--- config.mk ---
export PLATFORM = sky130hd
export DESIGN_NAME = seven_seg_driver
export DESIGN_NICKNAME = d
export VERILOG_FILES = /design/src/rtl/seven_seg_driver.sv
export SDC_FILE = /design/constraint.sdc
export NUM_CORES = 1
export LEC_CHECK = 0
export ABC_AREA = 1
export BUFFER_PORTS_ARGS = -buffer_cell sky130_fd_sc_hd__buf_2
export CAP_MARGIN = 20
export CORE_MARGIN = 5
export CORE_UTILIZATION = 30
export CTS_CLUSTER_DIAMETER = 40
export DETAILED_ROUTE_END_ITERATION = 8
export PLACE_DENSITY = 0.56
export SYNTH_ARGS = -nofsm -noshare
export SYNTH_HDL_FRONTEND = slang
export SYNTH_SLANG_ARGS = --single-unit
--- constraint.sdc ---
create_clock -name CLK -period 2.6 [get_ports CLK]
set_input_delay 0.26 -clock CLK [delete_from_list [all_inputs] [get_ports CLK]]
set_output_delay 0.26 -clock CLK [all_outputs]
set_load 0.01 [all_outputs]
--- src/rtl/seven_seg_driver.sv ---
// Three-digit multiplexed 7-segment driver: sequential double-dabble byte-to-BCD
// converter plus a free-running refresh scanner. Optional macro LEADING_ZERO_BLANK_EN.
module seven_seg_driver #(
  parameter int REFRESH_DIV = 16
) (
  input  logic        CLK,
  input  logic        nCLR,
  input  logic [7:0]  value,
  output logic [6:0]  seg,
  output logic [2:0]  an,
  output logic [11:0] bcd,
  output logic        busy
);

  localparam int RW = $clog2(REFRESH_DIV);
  localparam logic [RW-1:0] REF_MAX = RW'(REFRESH_DIV - 1);

  typedef enum logic [1:0] {IDLE, SHIFT, LOAD} state_t;

  state_t        state, state_next;
  logic [7:0]    shadow;
  logic [19:0]   sr;
  logic [2:0]    cnt;
  logic [11:0]   bcd_q;
  logic [RW-1:0] ref_cnt;
  logic [1:0]    dsel;
  logic [3:0]    digit;
  logic          blank;

  // One double-dabble iteration: correct each BCD nibble, then shift left.
  function automatic logic [19:0] dabble_step(input logic [19:0] s);
    logic [19:0] t;
    t = s;
    for (int i = 0; i < 3; i++) begin
      if (t[8+4*i +: 4] >= 4'd5) t[8+4*i +: 4] = t[8+4*i +: 4] + 4'd3;
    end
    return {t[18:0], 1'b0};
  endfunction

  function automatic logic [6:0] encode(input logic [3:0] d);
    case (d)
      4'd0:    encode = 7'h3F;
      4'd1:    encode = 7'h06;
      4'd2:    encode = 7'h5B;
      4'd3:    encode = 7'h4F;
      4'd4:    encode = 7'h66;
      4'd5:    encode = 7'h6D;
      4'd6:    encode = 7'h7D;
      4'd7:    encode = 7'h07;
      4'd8:    encode = 7'h7F;
      4'd9:    encode = 7'h6F;
      default: encode = 7'h00;
    endcase
  endfunction

  always_ff @(posedge CLK or negedge nCLR) begin
    if (!nCLR) state <= IDLE;
    else       state <= state_next;
  end

  always_comb begin
    state_next = state;
    case (state)
      IDLE:    if (value != shadow) state_next = SHIFT;
      SHIFT:   if (cnt == 3'd7) state_next = LOAD;
      LOAD:    state_next = IDLE;
      default: state_next = IDLE;
    endcase
  end

  // Value changes while converting are ignored; IDLE recaptures any still-differing value.
  always_ff @(posedge CLK or negedge nCLR) begin
    if (!nCLR) begin
      shadow <= 8'd0;
      sr     <= 20'd0;
      cnt    <= 3'd0;
      bcd_q  <= 12'd0;
    end else begin
      case (state)
        IDLE: begin
          if (value != shadow) begin
            shadow <= value;
            sr     <= {12'd0, value};
            cnt    <= 3'd0;
          end
        end
        SHIFT: begin
          sr  <= dabble_step(sr);
          cnt <= cnt + 3'd1;
        end
        LOAD:    bcd_q <= sr[19:8];
        default: ;
      endcase
    end
  end

  always_ff @(posedge CLK or negedge nCLR) begin
    if (!nCLR) begin
      ref_cnt <= '0;
      dsel    <= 2'd0;
    end else if (ref_cnt == REF_MAX) begin
      ref_cnt <= '0;
      dsel    <= (dsel == 2'd2) ? 2'd0 : dsel + 2'd1;
    end else begin
      ref_cnt <= ref_cnt + RW'(1);
    end
  end

  always_comb begin
    digit = 4'd0;
    blank = 1'b0;
    an    = 3'b111;
    case (dsel)
      2'd0: begin
        digit = bcd_q[3:0];
        an    = 3'b110;
      end
      2'd1: begin
        digit = bcd_q[7:4];
        an    = 3'b101;
`ifdef LEADING_ZERO_BLANK_EN
        blank = (bcd_q[11:8] == 4'd0) && (bcd_q[7:4] == 4'd0);
`endif
      end
      2'd2: begin
        digit = bcd_q[11:8];
        an    = 3'b011;
`ifdef LEADING_ZERO_BLANK_EN
        blank = (bcd_q[11:8] == 4'd0);
`endif
      end
      default: ;
    endcase
    seg = blank ? 7'h00 : encode(digit);
  end

  assign bcd  = bcd_q;
  assign busy = (state != IDLE);

endmodule
==> parameters.txt <==
Parameter                              Value

Status
  Run status    finished, final reports clean

Detailed routing
  Total Wirelength    5450 um
  Routed wirelength normalized by instance count    11.0 um
  Drc violations    0
  Detailed Route Iter0 Violations    116
  Detail-routed via count per cell    4.45
  Residual antenna-violating net count after detailed routing    0
  Via count    2207
  Pre-Repair DR Iteration Count    4

Timing
  Final worst clock skew    0.00472 ns
  Maximum clock frequency    427 MHz
  Unrepaired setup endpoints after global routing    false
  Headroom to the max-slew limit    0.408
  Final critical-path share of the clock period    0.902
  Fin crit period    2.34 ns
  Transition at the pin with the smallest max-transition slack    0.887 ns
  Final critical-path setup slack    0.255 ns
  Final worst hold slack    0.0644 ns
  Number of max-slew violations in the final report    0
  Setup violators final    0
  Final TNS setup    0 ns
  Count of endpoints failing hold in the final timing report    0

Clock network
  Clock root buffer    sky130_fd_sc_hd__clkbuf_8
  Post-CTS setup buffer count    0
  Number of gates resized after cts    0
  Clock edge transition at the registers on the reported setup and hold paths    0.09 ns
  Number of buffers created by CTS    5
  Maximum clock insertion buffer count    2
  Sinks on Clock Net    51
  # H-tree levels    2
  Hold-fix buffers, CTS    0
  Clock tree from TritonCTS    done
  Clock insertion delay at the later pin of the skew report    0.30 ns

Layout
  Final non-filler cell total    496
  Layout filler cell count    953
  Final-stage net count    409
  Multi-input logic area    1270 um^2
  Ratio of cells with drive above 1 in the final layout    0.179
  Commonest non-fill, non-tap cells in the layout    sky130_fd_sc_hd__nand2_1, sky130_fd_sc_hd__dfrtp_1, sky130_fd_sc_hd__o21ai_0
  Diodes inserted    0
  Commonest non-fill, non-tap cell in the layout    sky130_fd_sc_hd__nand2_1
  Synth-to-layout area growth    13.8%
  Sequential cell area    1280 um^2

Floorplan
  Die W    106 um
  I/O Pins    33
  Die outline area    11300 um^2
  Std-Cell Core Area    9150 um^2
  Vertical extent of the die    106 um
  Count of standard-cell rows    35
  Initial cell density of the core    0.304

Power and ir drop
  Power Dens Cells    1160 nW/um^2
  Leakage power    1.68 nW
  Total chip power    3.67 mW
  Worst supply voltage drop on vdd    610 uV

Synth
  Ys Warns    0
  Post-Syn Nets    375
  Sequential cell area fraction in the yosys report    0.458
  Synth Register Bits    51
  Count of mapped cells out of synthesis    350
  Average instance area after synthesis    7.96 um^2
  Area of the mapped netlist    2790 um^2
  Count of distinct cell types in the synthesized netlist    30

Critical path
  Required time of the critical path    2.34 ns
  Arrival time at the worst endpoint    2.08 ns
  Ordered cell list for the critical path    nand2_2 > inv_2 > a221oi_1 > buf_4 > inv_1 > ha_1 > or2_1 > o21ai_1 > nand2_1 > nand2_1 > buf_2
  Largest fanout on the critical path    5
  Cell with the largest stage delay on the worst path    sky130_fd_sc_hd__dfrtp_1
  CP max stage delay    0.44 ns
  Setup CP Type    flip-flop to output port
  FF-to-FF setup slack    0.97 ns
  Endpoint class of the critical path    output port
  Worst Setup Start Kind    flip-flop
  Most common cell type on the critical path    sky130_fd_sc_hd__nand2_1

GRT
  Tot GR Track Use    0.100
  Overflow after GRT    0
  Number of global-route vias before repair    2027
  First-pass GRT wire length    9400 um
  Maximum number of pins on one net before global-route repair    40
  Number of antenna violations at the first check in global routing    0

Job
  Number of maximum-capacitance constraint violations    0

Placed design
  Detailed placer's ending HPWL    3940 um
  GPL Wtd Cong    0.825
  Cells after DPL    488
  Input/output buffers    32
  Setup slack after placement    0.575 ns

Min path
  Path type of the worst min-delay path    input pin to async pin
==> sequential cells by signal (all words and copies together), names as in the netlist <==
register  cells
sr           20
bcd          12
shadow        8
ref_cnt       4
cnt           3
dsel          2
state         2
==> routing by layer <==
metal,up-vias,track usage,wire length [um]
met3,4,0.0219,284
met1,982,0.141,2900
met5,-,0,0
met2,43,0.152,2210
met4,0,0.0361,49
li1,1178,-,-
==> layout make-up <==
cell class | instances | area share
well taps | 111 | 0.0438
clock buffers | 8 | 0.0316
flip-flops and latches | 51 | 0.403
repair buffers | 38 | 0.0647
multi-input cells | 241 | 0.400
inverters | 47 | 0.0572
==> logic make-up after synthesis <==
group,count (synthesis),synth area share
flops,51,0.458
buf+inv,58,0.0867
fa+ha+maj,15,0.0674
compound gates,56,0.106
xor+xnor,8,0.0252
simple gates,162,0.257
==> critical path: cells and delay by family, from the launching register on <==
kind | cells | cell delay, ns
adders and majority gates | 1 | 0.16
and+or+nand+nor | 4 | 0.46
DFF | 1 | 0.44
AOI/OAI and AO/OA | 2 | 0.31
buffers and inverters | 4 | 0.42
==> stage by stage <==
stage,util,instance area (um^2)
6_report,0.346,3170
5_1_grt,0.346,3170
4_1_cts,0.346,3170
3_5_place_dp,0.335,3070
3_3_place_gp,0.335,3070
2_1_floorplan,-,2790
==> cells in the mapped netlist <==
cell type,count,area (um^2)
sky130_fd_sc_hd__a221oi_1,1,8.76
sky130_fd_sc_hd__clkbuf_1,4,15.0
sky130_fd_sc_hd__buf_1,1,3.75
sky130_fd_sc_hd__dfrtp_1,51,1280
sky130_fd_sc_hd__o21ai_0,42,210
sky130_fd_sc_hd__nor3_4,1,16.3
sky130_fd_sc_hd__or2_1,1,6.26
sky130_fd_sc_hd__nor2_1,11,41.3
sky130_fd_sc_hd__nor2_2,4,25.0
sky130_fd_sc_hd__nor3_1,1,5.00
sky130_fd_sc_hd__inv_2,7,26.3
sky130_fd_sc_hd__buf_6,1,11.3
sky130_fd_sc_hd__o21a_1,1,7.51
sky130_fd_sc_hd__nand2_2,5,31.3
sky130_fd_sc_hd__nand2_1,105,394
sky130_fd_sc_hd__or2_2,2,12.5
sky130_fd_sc_hd__buf_4,2,15.0
sky130_fd_sc_hd__nand3_4,1,17.5
sky130_fd_sc_hd__buf_2,3,15.0
sky130_fd_sc_hd__nor2_4,1,11.3
sky130_fd_sc_hd__a21oi_1,9,45.0
sky130_fd_sc_hd__xnor2_1,5,43.8
sky130_fd_sc_hd__nand3_1,29,145
sky130_fd_sc_hd__o21ai_1,2,10.0
sky130_fd_sc_hd__o211ai_2,1,12.5
sky130_fd_sc_hd__xor2_1,3,26.3
sky130_fd_sc_hd__inv_1,39,146
sky130_fd_sc_hd__nand3_2,1,10.0
sky130_fd_sc_hd__ha_1,15,188
sky130_fd_sc_hd__clkinv_4,1,8.76
==> where the power goes <==
part	switching, mW	total (mW)	leakage [nW]	internal (mW)
sequential	0.251	1.37	0.639	1.12
combinational	1.09	1.79	0.990	0.704
clock	0.260	0.504	0.0515	0.244
==> worst paths after layout <==
check | end | from | cells after the start
max | seg[0] | dsel[0] | 11
min | cnt[0] | nCLR | 1
max reg2reg | state[0] | shadow[7] | 7
min reg2reg | sr[8] | sr[7] | 2
max in group asynchronous | bcd[4] | nCLR | 2
min in group CLK | shadow[1] | value[1] | 3
No activity file was read; power rests on OpenSTA's default activity.
